<file path="src/rtl/prefix_addsub_pipe.sv">
// prefix_addsub_pipe
//   Pipelined WIDTH-bit add/subtract unit. Bit-level p/g feed a 4-level
//   parallel-prefix carry network with spans 1, 2, 4 and 8. The unit produces
//   the sum, carry-out and signed overflow. Three register stages are used:
//     S0 : prepared operands (p, g, effective carry-in, operand MSBs)
//     S1 : group G/P after prefix levels 1-2
//     S2 : prefix levels 3-4 plus sum logic; S2 drives the outputs
//   All stages advance together when the output is empty or being taken.
//
// Optional build macro:
//   PREFIX_ADDSUB_SATURATE_EN - when defined, an overflowing result is clamped
//   to the signed extreme in the direction of operand A's sign.
//
// Ports:
//   clk, rst          rising-edge clock, synchronous active-high reset
//   in_valid/in_ready operand-pair handshake
//   in_a, in_b        operands (WIDTH bits)
//   in_cin            carry-in (add) / borrow-in (subtract)
//   in_sub            0: A+B+cin, 1: A-B-cin
//   out_valid/out_ready result handshake
//   out_sum           result (WIDTH bits)
//   out_cout          carry-out; for subtract 1 means no borrow
//   out_ovf           signed two's-complement overflow
module prefix_addsub_pipe #(
    parameter int WIDTH = 12
) (
    input  logic             clk,
    input  logic             rst,
    input  logic             in_valid,
    output logic             in_ready,
    input  logic [WIDTH-1:0] in_a,
    input  logic [WIDTH-1:0] in_b,
    input  logic             in_cin,
    input  logic             in_sub,
    output logic             out_valid,
    input  logic             out_ready,
    output logic [WIDTH-1:0] out_sum,
    output logic             out_cout,
    output logic             out_ovf
);
    localparam int STAGES = 3;
    localparam int LEVELS = 4;

    logic                advance;
    logic [STAGES-1:0]   vld_pipe;

    assign out_valid = vld_pipe[STAGES-1];
    assign advance   = ~out_valid | out_ready;
    // Reset empties the pipe, so the input side is ready while reset is held.
    assign in_ready  = advance | rst;

    always_ff @(posedge clk) begin
        if (rst)
            vld_pipe <= '0;
        else if (advance)
            vld_pipe <= {vld_pipe[STAGES-2:0], in_valid};
    end

    // ---------------- operand preparation ----------------
    // Subtract is A + ~B + 1 - borrow_in, so the carry-in is inverted.
    logic [WIDTH-1:0] b_eff;
    logic             cin_eff;
    assign b_eff   = in_sub ? ~in_b : in_b;
    assign cin_eff = in_sub ^ in_cin;

    logic [WIDTH-1:0] s0_p, s0_g;
    logic             s0_cin, s0_amsb, s0_bmsb;

    always_ff @(posedge clk) begin
        if (advance) begin
            s0_p    <= in_a ^ b_eff;
            s0_g    <= in_a & b_eff;
            s0_cin  <= cin_eff;
            s0_amsb <= in_a[WIDTH-1];
            s0_bmsb <= b_eff[WIDTH-1];
        end
    end

    // ---------------- prefix network ----------------
    // Bit k of lv_go/lv_po describes the group of bits [k..0] that is
    // resolved so far. Levels 0-1 read S0 and levels 2-3 read S1.
    logic [LEVELS-1:0][WIDTH-1:0] lv_gi, lv_pi, lv_go, lv_po;
    logic [WIDTH-1:0] s1_grp_g, s1_grp_p, s1_bit_p;
    logic             s1_cin, s1_amsb, s1_bmsb;

    assign lv_gi[0] = s0_g;
    assign lv_pi[0] = s0_p;
    assign lv_gi[1] = lv_go[0];
    assign lv_pi[1] = lv_po[0];
    assign lv_gi[2] = s1_grp_g;
    assign lv_pi[2] = s1_grp_p;
    assign lv_gi[3] = lv_go[2];
    assign lv_pi[3] = lv_po[2];

    for (genvar l = 0; l < LEVELS; l++) begin : g_lvl
        for (genvar k = 0; k < WIDTH; k++) begin : g_bit
            if (k >= (1 << l)) begin : g_comb
                assign lv_go[l][k] = lv_gi[l][k] | (lv_gi[l][k-(1<<l)] & lv_pi[l][k]);
                assign lv_po[l][k] = lv_pi[l][k] & lv_pi[l][k-(1<<l)];
            end else begin : g_pass
                // Bit k is already fully resolved, or the span exceeds WIDTH.
                assign lv_go[l][k] = lv_gi[l][k];
                assign lv_po[l][k] = lv_pi[l][k];
            end
        end
    end

    always_ff @(posedge clk) begin
        if (advance) begin
            s1_grp_g <= lv_go[1];
            s1_grp_p <= lv_po[1];
            s1_bit_p <= s0_p;
            s1_cin   <= s0_cin;
            s1_amsb  <= s0_amsb;
            s1_bmsb  <= s0_bmsb;
        end
    end

    // ---------------- carries, sum, overflow ----------------
    logic [WIDTH:0]   carry;
    logic [WIDTH-1:0] sum_wrap, sum_final;
    logic             ovf_c;

    always_comb begin
        carry[0] = s1_cin;
        for (int k = 0; k < WIDTH; k++)
            carry[k+1] = lv_go[3][k] | (lv_po[3][k] & s1_cin);
    end

    assign sum_wrap = s1_bit_p ^ carry[WIDTH-1:0];
    assign ovf_c    = (s1_amsb == s1_bmsb) & (sum_wrap[WIDTH-1] != s1_amsb);

`ifdef PREFIX_ADDSUB_SATURATE_EN
    // Clamp toward the sign of A: the most negative value or the most positive value.
    assign sum_final = !ovf_c   ? sum_wrap :
                       s1_amsb  ? {1'b1, {(WIDTH-1){1'b0}}} :
                                  {1'b0, {(WIDTH-1){1'b1}}};
`else
    assign sum_final = sum_wrap;
`endif

    always_ff @(posedge clk) begin
        if (rst) begin
            out_sum  <= '0;
            out_cout <= 1'b0;
            out_ovf  <= 1'b0;
        end else if (advance) begin
            out_sum  <= sum_final;
            out_cout <= carry[WIDTH];
            out_ovf  <= ovf_c;
        end
    end

endmodule

</file>
<file path="config.mk">
export PLATFORM = sky130hd
export DESIGN_NAME = prefix_addsub_pipe
export DESIGN_NICKNAME = d
export VERILOG_FILES = /design/src/rtl/prefix_addsub_pipe.sv
export SDC_FILE = /design/constraint.sdc
export NUM_CORES = 1
export LEC_CHECK = 0
export BUFFER_PORTS_ARGS = -buffer_cell sky130_fd_sc_hd__buf_2
export CORE_ASPECT_RATIO = 1.4
export CORE_MARGIN = 5
export CORE_UTILIZATION = 53
export CTS_CLUSTER_DIAMETER = 30
export DETAILED_ROUTE_END_ITERATION = 12
export PLACE_DENSITY = 0.77
export RECOVER_POWER = 25
export SLEW_MARGIN = 5
export SYNTH_ARGS = -nofsm -noshare
export SYNTH_HDL_FRONTEND = slang
export SYNTH_SLANG_ARGS = --single-unit
</file>
<file path="constraint.sdc">
create_clock -name clk -period 2.2 [get_ports clk]
set_clock_uncertainty 0.15 [all_clocks]
set_input_delay 0.44 -clock clk [delete_from_list [all_inputs] [get_ports clk]]
set_output_delay 0.44 -clock clk [all_outputs]
set_load 0.005 [all_outputs]
</file>
==> run_summary.xml <==
<?xml version="1.0" encoding="UTF-8"?>
<metrics>
  <group name="global_routing">
    <metric name="grt-ovfl-total" unit="">0</metric>
    <metric name="largest_net_degree_at_the_start_of_global_routing" unit="">23</metric>
    <metric name="vias_in_the_first_global_route" unit="">2051</metric>
    <metric name="grt_pass1_wl" unit="um">9130</metric>
    <metric name="number_of_antenna_violations_at_the_first_check_in_global_routing" unit="">0</metric>
    <metric name="globalRouteTotalUtil" unit="%">14.2</metric>
  </group>
  <group name="synth">
    <metric name="synth-edff-count" unit="">65</metric>
    <metric name="netlist_instances" unit="">247</metric>
    <metric name="ys_warn_count" unit="">0</metric>
    <metric name="async_flop_share" unit="%">0</metric>
    <metric name="synth.yosys.seq_area_share" unit="%">68.5</metric>
    <metric name="postSynthNetCount" unit="">290</metric>
    <metric name="synth.largest_area_cell" unit="">sky130_fd_sc_hd__edfxtp_1</metric>
    <metric name="netlist.area_leader.share" unit="%">58.3</metric>
    <metric name="synthesis.area" unit="um^2">3350</metric>
    <metric name="ys_dominant_reg_cell" unit="">sky130_fd_sc_hd__edfxtp_1</metric>
    <metric name="synth_cell_type_count" unit="">36</metric>
    <metric name="post_synth.cell_area_avg" unit="um^2">13.5</metric>
    <metric name="synth-seq-cells" unit="">82</metric>
    <metric name="post_synth_main_area_contributors" unit="">sky130_fd_sc_hd__edfxtp_1 (58%), sky130_fd_sc_hd__dfxtp_1 (10%), sky130_fd_sc_hd__xor2_1 (5.2%)</metric>
  </group>
  <group name="sta">
    <metric name="grt_setup_unrepaired" unit="">no</metric>
    <metric name="final_setup_margin" unit="ns">0.452</metric>
    <metric name="setup_violations" unit="">0</metric>
    <metric name="fin_hold_ws" unit="ns">0.154</metric>
    <metric name="period_share" unit="%">79.4</metric>
    <metric name="slew_viol_final" unit="">0</metric>
    <metric name="worst-slew-pin-transition" unit="ns">0.846</metric>
    <metric name="final_worst_path_period_need" unit="ns">1.75</metric>
    <metric name="tns" unit="ns">0</metric>
    <metric name="final_hold_viol_count" unit="">0</metric>
    <metric name="achievable-frequency" unit="MHz">572</metric>
    <metric name="worst_slew_margin_rel" unit="%">43.6</metric>
  </group>
  <group name="clock_network">
    <metric name="clock_tree.htree_level_count" unit="">3</metric>
    <metric name="cts-hold-fix-buffers" unit="">0</metric>
    <metric name="tritoncts.num_buffers" unit="">9</metric>
    <metric name="clock_insertion_delay_worst_skew" unit="ns">0.34</metric>
    <metric name="max-clock-path-buffers" unit="">2</metric>
    <metric name="cts_tree" unit="">built</metric>
    <metric name="cts.root.buffer_cell" unit="">sky130_fd_sc_hd__clkbuf_8</metric>
    <metric name="post-cts-setup-buffer-count" unit="">0</metric>
    <metric name="ctsResizeCount" unit="">0</metric>
    <metric name="clock_sinks" unit="">82</metric>
    <metric name="clk_pin_slew_worst_paths" unit="ns">0.08</metric>
  </group>
  <group name="routing">
    <metric name="final_antenna_net_count" unit="">0</metric>
    <metric name="route.detailed.vias_per_inst" unit="">5.27</metric>
    <metric name="post-route-drc-count" unit="">0</metric>
    <metric name="wl_per_cell" unit="um">13.6</metric>
    <metric name="drt_iter0_drc" unit="">70</metric>
    <metric name="detail_route.first_pass.iterations" unit="">4</metric>
    <metric name="routed_wl" unit="um">5180</metric>
    <metric name="vias" unit="">2004</metric>
  </group>
  <group name="place">
    <metric name="detailed_place_hpwl" unit="um">3880</metric>
    <metric name="placement.io_buffers" unit="">45</metric>
    <metric name="gp_congestion" unit="">0.787</metric>
    <metric name="placed_area" unit="um^2">3670</metric>
    <metric name="preCtsSetupSlack" unit="ns">0.403</metric>
  </group>
  <group name="pwr">
    <metric name="irDropWorstVdd" unit="uV">631</metric>
    <metric name="power_switching" unit="uW">861</metric>
    <metric name="comb_power_share" unit="%">12.0</metric>
    <metric name="leakage" unit="nW">1.63</metric>
    <metric name="p_clk_share" unit="%">29.0</metric>
    <metric name="power.share.sequential" unit="%">59.0</metric>
    <metric name="fraction_of_power_spent_switching_nets" unit="%">24.5</metric>
    <metric name="cell_internal_pwr" unit="mW">2.65</metric>
    <metric name="power-per-cell-area" unit="nW/um^2">906</metric>
  </group>
  <group name="layout">
    <metric name="final_cell_area" unit="um^2">3870</metric>
    <metric name="design.final.nets" unit="">346</metric>
    <metric name="multiInputGateArea" unit="um^2">990</metric>
    <metric name="post-route-util" unit="%">62.7</metric>
    <metric name="antenna-diode-count" unit="">0</metric>
    <metric name="fillerInstances" unit="">473</metric>
    <metric name="area_growth_syn_to_layout" unit="%">15.7</metric>
    <metric name="final-seq-area" unit="um^2">2290</metric>
    <metric name="share_of_post_route_cells_with_drive_strength_above_1" unit="%">23.7</metric>
    <metric name="final_common_cell" unit="">sky130_fd_sc_hd__edfxtp_1</metric>
    <metric name="final_cell_mix" unit="">sky130_fd_sc_hd__edfxtp_1 (65), sky130_fd_sc_hd__buf_2 (44), sky130_fd_sc_hd__nand2_1 (28)</metric>
  </group>
  <group name="floorplan">
    <metric name="start_util" unit="%">54.2</metric>
    <metric name="floorplan.core_area" unit="um^2">6170</metric>
    <metric name="dieWidth" unit="um">77.2</metric>
    <metric name="core.rowCount" unit="">34</metric>
    <metric name="die_y" unit="um">104</metric>
    <metric name="top_level_i_o_count" unit="">46</metric>
    <metric name="die_area" unit="um^2">8020</metric>
  </group>
  <group name="job">
    <metric name="number_of_violations_of_the_max_capacitance_limit" unit="">0</metric>
  </group>
  <group name="setup_path">
    <metric name="path_max_fanout" unit="">4</metric>
    <metric name="worst_setup_path_start_kind" unit="">flip-flop</metric>
    <metric name="worst_ep_arrival_time" unit="ns">1.16</metric>
    <metric name="worstSetupEndpointType" unit="">output port</metric>
    <metric name="data_required_time_at_the_worst_endpoint" unit="ns">1.61</metric>
    <metric name="crit_path_kind" unit="">flip-flop to output port</metric>
  </group>
  <group name="status">
    <metric name="status" unit="">finished clean</metric>
  </group>
  <group name="worst_hold_path">
    <metric name="holdCritPathClass" unit="">primary input to flip-flop</metric>
  </group>
</metrics>
[cells by family (layout without fill, tap and decap cells)]
| family | after synthesis | count (layout) | synth area share, % |
|---|---|---|---|
| AND/OR/NAND/NOR | 67 | 67 | 9.69 |
| XOR/XNOR | 20 | 20 | 5.24 |
| AO/OA/AOI/OAI | 52 | 52 | 9.80 |
| adder cells (fa/ha/maj) | 13 | 13 | 4.86 |
| buffers and inverters | 13 | 74 | 1.91 |
| flip-flops | 82 | 82 | 68.5 |
[synth_stat cells, drive strengths merged (2+ instances only)]
cell type	n
edfxtp	65
nand2	28
a21oi	20
xor2	20
o21ai	18
dfxtp	17
ha	13
nor2	12
nand3	10
a21o	6
buf	5
inv	5
and3	4
nor3	3
nor4b	3
a221oi	2
clkbuf	2
nand3b	2
nor2b	2
[routing by layer]
metal	part of all wire [%]	GRT usage [%]	up-vias	wire length (um)
met3	6.0	3.64	8	310
li1	-	-	1019	-
met4	1.5	7.49	0	80
met1	41	16.6	925	2110
met2	52	23.6	52	2680
met5	0	0	-	0
[power by group through the flow]
stage | Sequential [mW] | Combinational, mW | Clock, mW
CTS | 2.07 | 0.431 | 1.05
finish | 2.07 | 0.420 | 1.02
global route | 2.10 | 0.486 | 1.12
floorplan | 2.07 | 0.271 | 0
global placement | 2.09 | 0.415 | 0
detailed placement | 2.11 | 0.426 | 0
[state kept, by name (all words and copies together), names as in the netlist]
| name | cells |
|---|---|
| s0_amsb | 1 |
| s0_cin | 1 |
| s1_cin | 1 |
| out_sum | 12 |
| vld_pipe | 3 |
| s0_p | 12 |
| s1_bmsb | 1 |
| s1_amsb | 1 |
| s1_bit_p | 11 |
| s1_grp_p | 12 |
| s0_g | 12 |
| out_cout | 1 |
| s0_bmsb | 1 |
| s1_grp_g | 12 |
| out_ovf | 1 |
[critical path: stages (launching register included)]
cell                      delay [ns]
sky130_fd_sc_hd__dfxtp_1        0.33
sky130_fd_sc_hd__nor2b_1        0.29
sky130_fd_sc_hd__nand2_1        0.08
sky130_fd_sc_hd__buf_2          0.13
[worst paths after layout]
path | startpoint | endpoint | slack, ns | depth (start not counted)
hold reg to reg | s0_amsb | s1_amsb | 0.27 | 0
setup / recovery | vld_pipe[2] | in_ready | 0.45 | 3
hold / removal | in_a[11] | s0_amsb | 0.15 | 1
setup reg to reg | vld_pipe[2] | s0_g[8] | 0.54 | 3
[layout make-up]
class,count,share of cell area [%]
tap,72,2.33
inverter,6,0.582
sequential,82,59.2
timing repair buffer,52,7.15
multi-input combinational,152,25.6
clock inverter,5,0.938
clock buffer,11,4.20
[metrics by stage]
step,cells,power [mW]
after floorplan,247,2.34
after global placement,364,2.51
after detailed placement,364,2.53
after CTS,380,3.55
after global routing,380,3.71
final,380,3.51
No activity file was read; power rests on OpenSTA's default activity.
